`config.mk`:
```
export PLATFORM = sky130hd
export DESIGN_NAME = iot_event_arbiter
export DESIGN_NICKNAME = d
export VERILOG_FILES = /design/src/rtl/iot_event_arbiter_pkg.sv /design/src/rtl/iot_event_arbiter_rr_arbiter.sv /design/src/rtl/iot_event_arbiter.sv
export SDC_FILE = /design/constraint.sdc
export NUM_CORES = 1
export LEC_CHECK = 0
export ABC_AREA = 1
export BUFFER_PORTS_ARGS = -buffer_cell sky130_fd_sc_hd__buf_2
export CAP_MARGIN = 20
export CELL_PAD_IN_SITES_DETAIL_PLACEMENT = 1
export CELL_PAD_IN_SITES_GLOBAL_PLACEMENT = 1
export CORE_MARGIN = 8
export CORE_UTILIZATION = 25
export CTS_CLUSTER_SIZE = 8
export DETAILED_ROUTE_END_ITERATION = 10
export PLACE_DENSITY_LB_ADDON = 0.08
export SLEW_MARGIN = 20
export SYNTH_ARGS = -nofsm -noshare
export SYNTH_HDL_FRONTEND = slang
export SYNTH_SLANG_ARGS = --single-unit
```
`constraint.sdc`:
```
create_clock -name clk -period 2.8 [get_ports clk]
set_input_delay 0.28 -clock clk [delete_from_list [all_inputs] [get_ports clk]]
set_output_delay 0.28 -clock clk [all_outputs]
set_load 0.005 [all_outputs]
```
`src/rtl/iot_event_arbiter_pkg.sv`:
```
// Shared types and helpers for the IoT event arbiter: device count default,
// index-width helper and the grant FSM state encoding.
package iot_pkg;

  localparam int N_DEV_DEFAULT = 4;

  typedef enum logic {
    IDLE  = 1'b0,
    GRANT = 1'b1
  } arb_state_t;

  // Width of a device index; never narrower than one bit.
  function automatic int clog2(input int n);
    int w;
    w = 1;
    while ((1 << w) < n) w++;
    return w;
  endfunction

endpackage

```
`src/rtl/iot_event_arbiter_rr_arbiter.sv`:
```
// Combinational round-robin picker: first eligible index at or after
// (last_grant + 1) mod N_DEV.
module rr_arbiter
  import iot_pkg::*;
#(
  parameter  int N_DEV = N_DEV_DEFAULT,
  localparam int IDX_W = clog2(N_DEV)
) (
  input  logic [N_DEV-1:0] eligible,
  input  logic [IDX_W-1:0] last_grant,
  output logic [N_DEV-1:0] grant,
  output logic [IDX_W-1:0] grant_idx,
  output logic             grant_valid
);

  int               idx;
  logic [IDX_W-1:0] sel;

  always_comb begin
    grant       = '0;
    grant_idx   = '0;
    grant_valid = 1'b0;
    idx         = 0;
    sel         = '0;
    for (int k = 1; k <= N_DEV; k++) begin
      idx = (int'(last_grant) + k) % N_DEV;
      sel = IDX_W'(idx);
      if (!grant_valid && eligible[sel]) begin
        grant[sel]  = 1'b1;
        grant_idx   = sel;
        grant_valid = 1'b1;
      end
    end
  end

endmodule

```
`src/rtl/iot_event_arbiter.sv`:
```
// Round-robin arbiter sharing the monitor's change/on_off input among N_DEV
// devices; tracks per-device state so only real transitions pulse change.
module iot_event_arbiter
  import iot_pkg::*;
#(
  parameter  int N_DEV = N_DEV_DEFAULT,
  localparam int IDX_W = clog2(N_DEV)
) (
  input  logic             clk,
  input  logic             rst,
  input  logic [N_DEV-1:0] req,
  input  logic [N_DEV-1:0] req_on,
  output logic [N_DEV-1:0] ack,
  output logic             change,
  output logic             on_off,
  output logic [N_DEV-1:0] active_mask,
  output logic             redundant
);

  arb_state_t       state_q, state_d;
  logic [IDX_W-1:0] last_grant_q, last_grant_d;
  logic [N_DEV-1:0] ack_q, ack_d;
  logic [N_DEV-1:0] active_mask_q, active_mask_d;
  logic             change_q, change_d;
  logic             on_off_q, on_off_d;
  logic             redundant_q, redundant_d;

  logic [N_DEV-1:0] ack_mask;
  logic [N_DEV-1:0] eligible;
  logic [N_DEV-1:0] grant;
  logic [IDX_W-1:0] grant_idx;
  logic             grant_valid;

  // A device acked last cycle still shows req high for one cycle; mask it out.
  assign ack_mask = (state_q == GRANT) ? (N_DEV'(1) << last_grant_q) : '0;
  assign eligible = req & ~ack_mask;

  rr_arbiter #(.N_DEV(N_DEV)) u_rr (
    .eligible   (eligible),
    .last_grant (last_grant_q),
    .grant      (grant),
    .grant_idx  (grant_idx),
    .grant_valid(grant_valid)
  );

  always_comb begin
    state_d       = IDLE;
    last_grant_d  = last_grant_q;
    ack_d         = '0;
    active_mask_d = active_mask_q;
    change_d      = 1'b0;
    on_off_d      = 1'b0;
    redundant_d   = 1'b0;
    if (grant_valid) begin
      state_d      = GRANT;
      last_grant_d = grant_idx;
      ack_d        = grant;
      if (req_on[grant_idx] != active_mask_q[grant_idx]) begin
        change_d                 = 1'b1;
        on_off_d                 = req_on[grant_idx];
        active_mask_d[grant_idx] = req_on[grant_idx];
      end else begin
        redundant_d = 1'b1;
      end
    end
  end

  always_ff @(posedge clk) begin
    if (rst) begin
      state_q       <= IDLE;
      last_grant_q  <= IDX_W'(N_DEV - 1);
      ack_q         <= '0;
      active_mask_q <= '0;
      change_q      <= 1'b0;
      on_off_q      <= 1'b0;
      redundant_q   <= 1'b0;
    end else begin
      state_q       <= state_d;
      last_grant_q  <= last_grant_d;
      ack_q         <= ack_d;
      active_mask_q <= active_mask_d;
      change_q      <= change_d;
      on_off_q      <= on_off_d;
      redundant_q   <= redundant_d;
    end
  end

  assign ack         = ack_q;
  assign change      = change_q;
  assign on_off      = on_off_q;
  assign active_mask = active_mask_q;
  assign redundant   = redundant_q;

endmodule
```
==> results.txt, run 1 <==
----------------------------------------------------
[Outcome]
  Result of the run ... finished clean

[Worst setup path]
  Data arrival at the endpoint of the critical path ... between 2 and 3 ns
  Capture instance of the worst register-to-register path ... active_mask[1]
  Critical Path Sink Type ... flop
  Worst setup path endpoint ... active_mask[1]
  Origin of the critical flop-to-flop path ... last_grant_q[1]
  Reg2Reg Depth ... 19
  Source of the critical timing path ... last_grant_q[1]
  Worst setup SP type ... flop
  Reg2Reg Setup Slack ... roughly 0.27 ns
  Start-to-end type of the worst setup path ... flop to flop
  Worst EP required ... 2.95 ns
  Largest fanout of any net on the critical path ... 9

[Die]
  Number of rows in the core area ... 24
  Horizontal die dimension ... 83.8 um
  Floorplan core area ... about 4400 um^2
  Die Outline Area ... 7020 um^2
  Total I/O pin count ... 21
  Effective utilization at floorplan ... 26.2%
  DIE HEIGHT ... ~84 um

[Logic synthesis]
  Share of synthesized registers carrying an async set or reset ... 0%
  Synthesized net count ... approximately 170
  Number of standard cells after synthesis ... between 150 and 200
  Most repeated cell in the gate-level netlist after synthesis ... sky130_fd_sc_hd__nand2_1
  Number of enable-type register cells in the synthesized netlist ... 0
  Top area cells in the synthesized netlist ... sky130_fd_sc_hd__dfxtp_1, sky130_fd_sc_hd__nand2_1, sky130_fd_sc_hd__nand3_2, sky130_fd_sc_hd__ha_1, sky130_fd_sc_hd__nand3_1
  Leading register cell type out of synthesis ... sky130_fd_sc_hd__dfxtp_1
  Post-synthesis sequential element count ... 14
  Yosys Warn Count ... 0
  Post-synth design cell area ... 1150 um^2
  Average cell area after synthesis ... ~7.4 um^2
  Count of unique library cells instantiated by Yosys ... 23
  Area share of the leading cell type in the synthesized netlist ... between 20 and 25%
  Sequential element share of the synthesized area ... 24.4%
  Synth cell count leaders ... sky130_fd_sc_hd__nand2_1, sky130_fd_sc_hd__nand3_1, sky130_fd_sc_hd__dfxtp_1, sky130_fd_sc_hd__nand3_2, sky130_fd_sc_hd__inv_1
  Dominant cell type by area after synthesis ... sky130_fd_sc_hd__dfxtp_1

[Detailed routing]
  Iteration count of the initial detailed-routing pass ... 4
  Routed WL ... between 3 and 4 mm
  Routed vias/inst ... 4.77
  Number of DRC violations after detailed-routing iteration 0 ... between 40 and 50
  Remaining number of nets flagged by the antenna check after routing ... 0
  Count of unresolved DRC violations after routing ... 0
  Final routed wire length divided by cell count ... ~15 um
  Total number of vias ... between 1000 and 1500

[Clock tree]
  Clock tree from TritonCTS ... done
  Level count of the clock H-tree ... 1
  Number of hold-repair buffers added at the cts stage ... 0
  Clock latency of the later-clocked register in the worst-skew pair ... 0.25 ns
  Clock sink count ... 14
  Post CTS Setup Buffer Count ... 0
  Clk pin slew, worst setup/hold paths ... around 0.070 ns
  Clock root buffer ... sky130_fd_sc_hd__clkbuf_8
  Number of buffers created by CTS ... 3
  Maximum count of clock buffers along a single path ... 2

[Timing]
  Slew Viols, Final ... 0
  Total negative slack for setup checks ... 0 ns
  Worst clock skew ... between 0.009 and 0.01 ns
  Peak clock frequency supported by timing ... ~0.39 GHz
  Share of the cycle needed by the critical path after routing ... about nine tenths
  Number of hold-slack violations in the final timing report ... 0
  Final setup violation count ... 0
  Slew at the pin closest to its max-slew limit ... 0.268 ns
  Fin crit period ... about 2.5 ns
  Worst max-slew margin expressed relative to the limit ... 81.9%
  Setup repair after global routing missed its margin ... no

[Global route]
  Initial antenna violation count ... 0
  Largest net degree at the start of global routing ... 10
  Global-route congestion overflow total ... 0
  Number of global-route vias before repair ... roughly 1300
  Global router's overall resource usage ... between 10% and 20%
  First-pass GRT wire length ... between 6 and 7 mm

[Placed design]
  Area after DPL ... roughly 1300 um^2
  GP Congestion ... a little under 0.8
  Placed wire-length estimate after detailed placement ... between 2 and 3 mm
  Count of placed standard cells including taps ... around 230
  Number of buffers inserted by port buffering ... 20

[Layout]
  Count of inserted antenna diode cells ... 0
  Finished layout cell area ... 1420 um^2
  Post-layout net count ... 203
  Fraction of layout cells with a size suffix above 1 ... about two fifths
  Fin cells ... between 200 and 250
  Utilization after layout ... between 30 and 40%
  Area growth syn-to-layout ... 23.2%

[Job]
  Max_cap viols ... 0

[Worst hold path]
  Min-delay worst type ... primary input to flop

----------------------------------------------------
-- cell families after synthesis --
logic type | share of synthesized area, %
AOI/OAI and AO/OA | 9.91
adders and majority gates | 8.71
DFF | 24.4
and+or+nand+nor | 51.4
buffers and inverters | 5.56
-- worst min path at each step --
stage	start	end	depth (start not counted)
6_report	rst	active_mask[3]	2
5_1_grt	rst	active_mask[3]	2
4_1_cts	rst	active_mask[3]	2
3_5_place_dp	active_mask[0]	active_mask[0]	2
3_3_place_gp	active_mask[3]	active_mask[3]	2
2_1_floorplan	rst	active_mask[3]	1
-- cells in the final DEF (no fill, tap or decap) --
cell type                  count
sky130_fd_sc_hd__dfxtp_1      12
sky130_fd_sc_hd__o211ai_1      1
sky130_fd_sc_hd__nand3_1      18
sky130_fd_sc_hd__nand4_1       5
sky130_fd_sc_hd__nor2_2        1
sky130_fd_sc_hd__nand2_4       8
sky130_fd_sc_hd__ha_1          6
sky130_fd_sc_hd__a41oi_1       1
sky130_fd_sc_hd__a21oi_1       6
sky130_fd_sc_hd__nor2_1        7
sky130_fd_sc_hd__a32oi_1       1
sky130_fd_sc_hd__buf_4         4
sky130_fd_sc_hd__nand2_1      40
sky130_fd_sc_hd__nor2_8        1
sky130_fd_sc_hd__nand2_2       4
sky130_fd_sc_hd__dfxtp_4       1
sky130_fd_sc_hd__nand3_4       1
sky130_fd_sc_hd__nand3b_1      1
sky130_fd_sc_hd__buf_2        20
sky130_fd_sc_hd__ha_2          2
sky130_fd_sc_hd__or2_4         1
sky130_fd_sc_hd__nand3_2      12
sky130_fd_sc_hd__inv_1        10
sky130_fd_sc_hd__a21oi_2       4
sky130_fd_sc_hd__o21ai_0       3
sky130_fd_sc_hd__a31oi_1       2
sky130_fd_sc_hd__inv_2         7
sky130_fd_sc_hd__dfxtp_2       1
sky130_fd_sc_hd__clkbuf_8      4
-- layer usage --
layer	global-route usage (%)	share of wire, %
met3	1.76	2.7
met2	18.1	49
met4	4.87	2.2
met1	12.6	46
met5	0	0
-- repair_timing --
item / 4_1_cts / 5_1_grt
endpoints found under the setup margin: 0 / 5
hold endpoints to repair: 0 / 0
resized for setup: 0 / 8
-- critical path, stage by stage (launching register included) --
cell	delay [ns]
sky130_fd_sc_hd__dfxtp_2	0.36
sky130_fd_sc_hd__buf_4	0.14
sky130_fd_sc_hd__ha_2	0.22
sky130_fd_sc_hd__nand2_1	0.10
sky130_fd_sc_hd__nand3_1	0.16
sky130_fd_sc_hd__nand3_2	0.11
sky130_fd_sc_hd__nand2_4	0.14
sky130_fd_sc_hd__nand3_4	0.09
sky130_fd_sc_hd__nor2_2	0.17
sky130_fd_sc_hd__inv_2	0.14
sky130_fd_sc_hd__nand2_4	0.13
sky130_fd_sc_hd__nand2_1	0.07
sky130_fd_sc_hd__nand2_1	0.07
sky130_fd_sc_hd__nand2_1	0.06
sky130_fd_sc_hd__nand2_2	0.09
sky130_fd_sc_hd__inv_2	0.06
sky130_fd_sc_hd__nand2_4	0.07
sky130_fd_sc_hd__nand2_4	0.06
sky130_fd_sc_hd__a21oi_1	0.13
sky130_fd_sc_hd__nor2_1	0.05
-- final cells by class --
class | instances | area [um^2]
sequential | 14 | 285
fill | 568 | 2970
clock buffer | 4 | 55.1
inverter | 17 | 63.8
tap | 52 | 65.1
timing repair buffer | 24 | 130
multi-input combinational | 125 | 816
-- state kept, by name (all words and copies together), names as in the netlist --
name,cells
on_off,1
ack,4
active_mask,4
redundant,1
last_grant_q,2
state_q,1
change,1
-- metrics by stage --
| step | setup WS, ns | hold WS (ns) |
|---|---|---|
| global placement | 0.145 | 0.477 |
| global route | 0.0160 | 0.219 |
| floorplan | 0.356 | 0.349 |
| CTS | 0.0556 | 0.217 |
| finish | 0.268 | 0.214 |
| detailed placement | 0.0900 | 0.484 |
Power of run 1 is not shown: default switching activity piles up to over one toggle a cycle in this logic, so the estimate is an artifact.
==> inputs of run 2 (changes only) <==
Settings changed: BUFFER_PORTS_ARGS -buffer_cell sky130_fd_sc_hd__buf_2 to default, DONT_BUFFER_PORTS from default to 1, TNS_END_PERCENT from default to 30.
==> run 2 against run 1 <==
First-iteration DRC count is 49% higher. Register-to-register slack improved by 0.04 ns. Critical path depth unchanged. Non-clock buffer count down 21. Clock skew is 0.0078 ns lower. Via count is 5.7% lower. Routed wire length shrank 3.3%. Global-route usage fell by 0.81 points. Die area did not move. Final area fell by 7.6%. Clock-buffer cell count unchanged. Highest routed layer unchanged.
==> results.txt, run 2 (synthesized netlist as in run 1, its figures left out) <==
----------------------------------------------------
[Placed design]
  Placed wire-length estimate after detailed placement ... 2.84 mm (-4.6%)
  Area after DPL ... 1240 um^2 (-8.0%)
  Number of buffers inserted by port buffering ... 0 (-100%)
  Count of placed standard cells including taps ... 211 (-9.1%)
  Pre-CTS worst setup slack ... -0.0126 ns (-0.103 ns)
  GP Congestion ... 0.774 (+0.64%)

[Worst setup path]
  Reg2Reg Setup Slack ... 0.30 ns (+0.04 ns)
  Start-to-end type of the worst setup path ... flop to flop
  Capture instance of the worst register-to-register path ... active_mask[1]
  Worst setup SP type ... flop
  Worst setup path endpoint ... active_mask[1]
  Highest cell delay on the worst timing path ... 0.34 ns (-0.02 ns)
  Critical Path Sink Type ... flop
  Data arrival at the endpoint of the critical path ... 2.64 ns (-0.04 ns)
  Critical-path top delay cell ... sky130_fd_sc_hd__dfxtp_2
  Largest fanout of any net on the critical path ... 9 (unchanged)
  Reg2Reg Depth ... 19 (unchanged)
  Origin of the critical flop-to-flop path ... last_grant_q[0]
  Critical-path cell list ... inv_2, ha_1, nand2_1, nand3_1, nand3_2, nand2_4, nand3_4, nor2_2, inv_2, nand2_4, nand2_1, nand2_1, nand2_1, nand2_2, inv_2, nand2_4, nand2_4, a21oi_1, nor2_1
  Worst EP required ... 2.94 ns (about the same)
  Source of the critical timing path ... last_grant_q[0]

[Layout]
  Finished layout cell area ... 1310 um^2 (-7.6%)
  Most common cell after layout, fill and taps aside ... sky130_fd_sc_hd__nand2_1
  Count of inserted antenna diode cells ... 0 (unchanged)
  Post-layout net count ... 182 (-10%)
  Fin cells ... 215 (-8.9%)
  Most frequent cells in the layout ... sky130_fd_sc_hd__nand2_1, sky130_fd_sc_hd__nand3_1, sky130_fd_sc_hd__nand3_2, sky130_fd_sc_hd__dfxtp_1, sky130_fd_sc_hd__inv_1
  Area growth syn-to-layout ... 13.8%
  Fraction of layout cells with a size suffix above 1 ... 31.9% (-6.7 points)

[Timing]
  Worst max-slew margin expressed relative to the limit ... 84.5% (+2.5 points)
  Fin crit period ... 2.50 ns (-0.0356 ns)
  Worst clock skew ... 0.00149 ns (-0.00781 ns)
  Number of hold-slack violations in the final timing report ... 0 (unchanged)
  Setup repair after global routing missed its margin ... no
  Post-layout worst setup margin ... 0.304 ns (+0.0356 ns)
  Share of the cycle needed by the critical path after routing ... 89.2% (-1.3 points)
  Final setup violation count ... 0 (unchanged)
  Slew Viols, Final ... 0 (unchanged)
  Slew at the pin closest to its max-slew limit ... 0.232 ns (-0.0361 ns)
  Worst hold slack after final layout ... 0.0953 ns (-0.119 ns)
  Peak clock frequency supported by timing ... 0.401 GHz (+1.4%)

[Die]
  Total I/O pin count ... 21 (unchanged)
  Number of rows in the core area ... 24 (unchanged)
  Effective utilization at floorplan ... 26.2% (unchanged)
  Die Outline Area ... 7020 um^2 (unchanged)
  Horizontal die dimension ... 83.8 um (unchanged)
  DIE HEIGHT ... 83.8 um (unchanged)
  Floorplan core area ... 4380 um^2 (unchanged)

[Job]
  Max_cap viols ... 0 (unchanged)

[Outcome]
  Result of the run ... finished clean

[Global route]
  First-pass GRT wire length ... 5.73 mm (-7.8%)
  Global-route congestion overflow total ... 0 (unchanged)
  Largest net degree at the start of global routing ... 10 (unchanged)
  Global router's overall resource usage ... 9.83% (-0.81 points)
  Initial antenna violation count ... 0 (unchanged)
  Number of global-route vias before repair ... 1161 (-8.6%)

[Clock tree]
  Resized cells post-CTS ... 1 (+1)
  Number of buffers created by CTS ... 3 (unchanged)
  Number of hold-repair buffers added at the cts stage ... 0 (unchanged)
  Post CTS Setup Buffer Count ... 0 (unchanged)
  Clock latency of the later-clocked register in the worst-skew pair ... 0.25 ns (about the same)
  Clock root buffer ... sky130_fd_sc_hd__clkbuf_8
  Clock tree from TritonCTS ... done
  Level count of the clock H-tree ... 1 (unchanged)
  Maximum count of clock buffers along a single path ... 2 (unchanged)
  Clock sink count ... 14 (unchanged)
  Clk pin slew, worst setup/hold paths ... 0.06 ns (about the same)

[Detailed routing]
  Total number of vias ... 1061 (-5.7%)
  Final routed wire length divided by cell count ... 15.8 um (+6.2%)
  Remaining number of nets flagged by the antenna check after routing ... 0 (unchanged)
  Count of unresolved DRC violations after routing ... 0 (unchanged)
  Routed WL ... 3.39 mm (-3.3%)
  Routed vias/inst ... 4.93 (+3.5%)
  Number of DRC violations after detailed-routing iteration 0 ... 64 (+49%)
  Iteration count of the initial detailed-routing pass ... 4 (unchanged)

[Worst hold path]
  Min-delay worst type ... primary input to flop

----------------------------------------------------
[run 2: changes by cell type in the layout (fill, tap and decap cells not counted), sizes merged]
cell | before | now
buf | 24 | 3
[run 2: final cells by class]
cell class / instances / area (um^2)
inverter: 17 / 63.8
clock buffer: 4 / 55.1
timing repair buffer: 3 / 22.5
multi-input combinational: 125 / 818
tap: 52 / 65.1
fill: 550 / 3080
sequential: 14 / 283
[run 2: worst max-delay path: cells and delay by family (launching register included)]
| kind | cells | cell delay (ns) |
|---|---|---|
| AOI/OAI and AO/OA | 1 | 0.12 |
| adders and majority gates | 1 | 0.24 |
| DFF | 1 | 0.34 |
| buffers and inverters | 3 | 0.33 |
| and+or+nand+nor | 14 | 1.34 |
[run 2: per-layer routing]
metal	up-vias	global-route usage [%]	part of all wire, %
met5	-	0	0
met4	0	3.77	1.0
met3	2	1.66	3.4
met2	16	16.6	50
met1	507	11.9	46
li1	536	-	-
[run 2: worst min path at each step]
stage                endpoint  slack [ns]  cells after the start  start
3_3_place_gp   active_mask[3]        0.35                      1    rst
4_1_cts        active_mask[3]        0.09                      1    rst
2_1_floorplan  active_mask[3]        0.35                      1    rst
3_5_place_dp   active_mask[3]        0.36                      1    rst
5_1_grt        active_mask[3]         0.1                      1    rst
6_report       active_mask[3]         0.1                      1    rst
[run 2: stage by stage]
stage,util (%),setup TNS [ns]
2_1_floorplan,-,0
3_3_place_gp,28.2,0
3_5_place_dp,28.2,-0.0303
4_1_cts,29.5,0
5_1_grt,29.8,0
6_report,29.8,0
Power of run 2 is left out for the same reason.
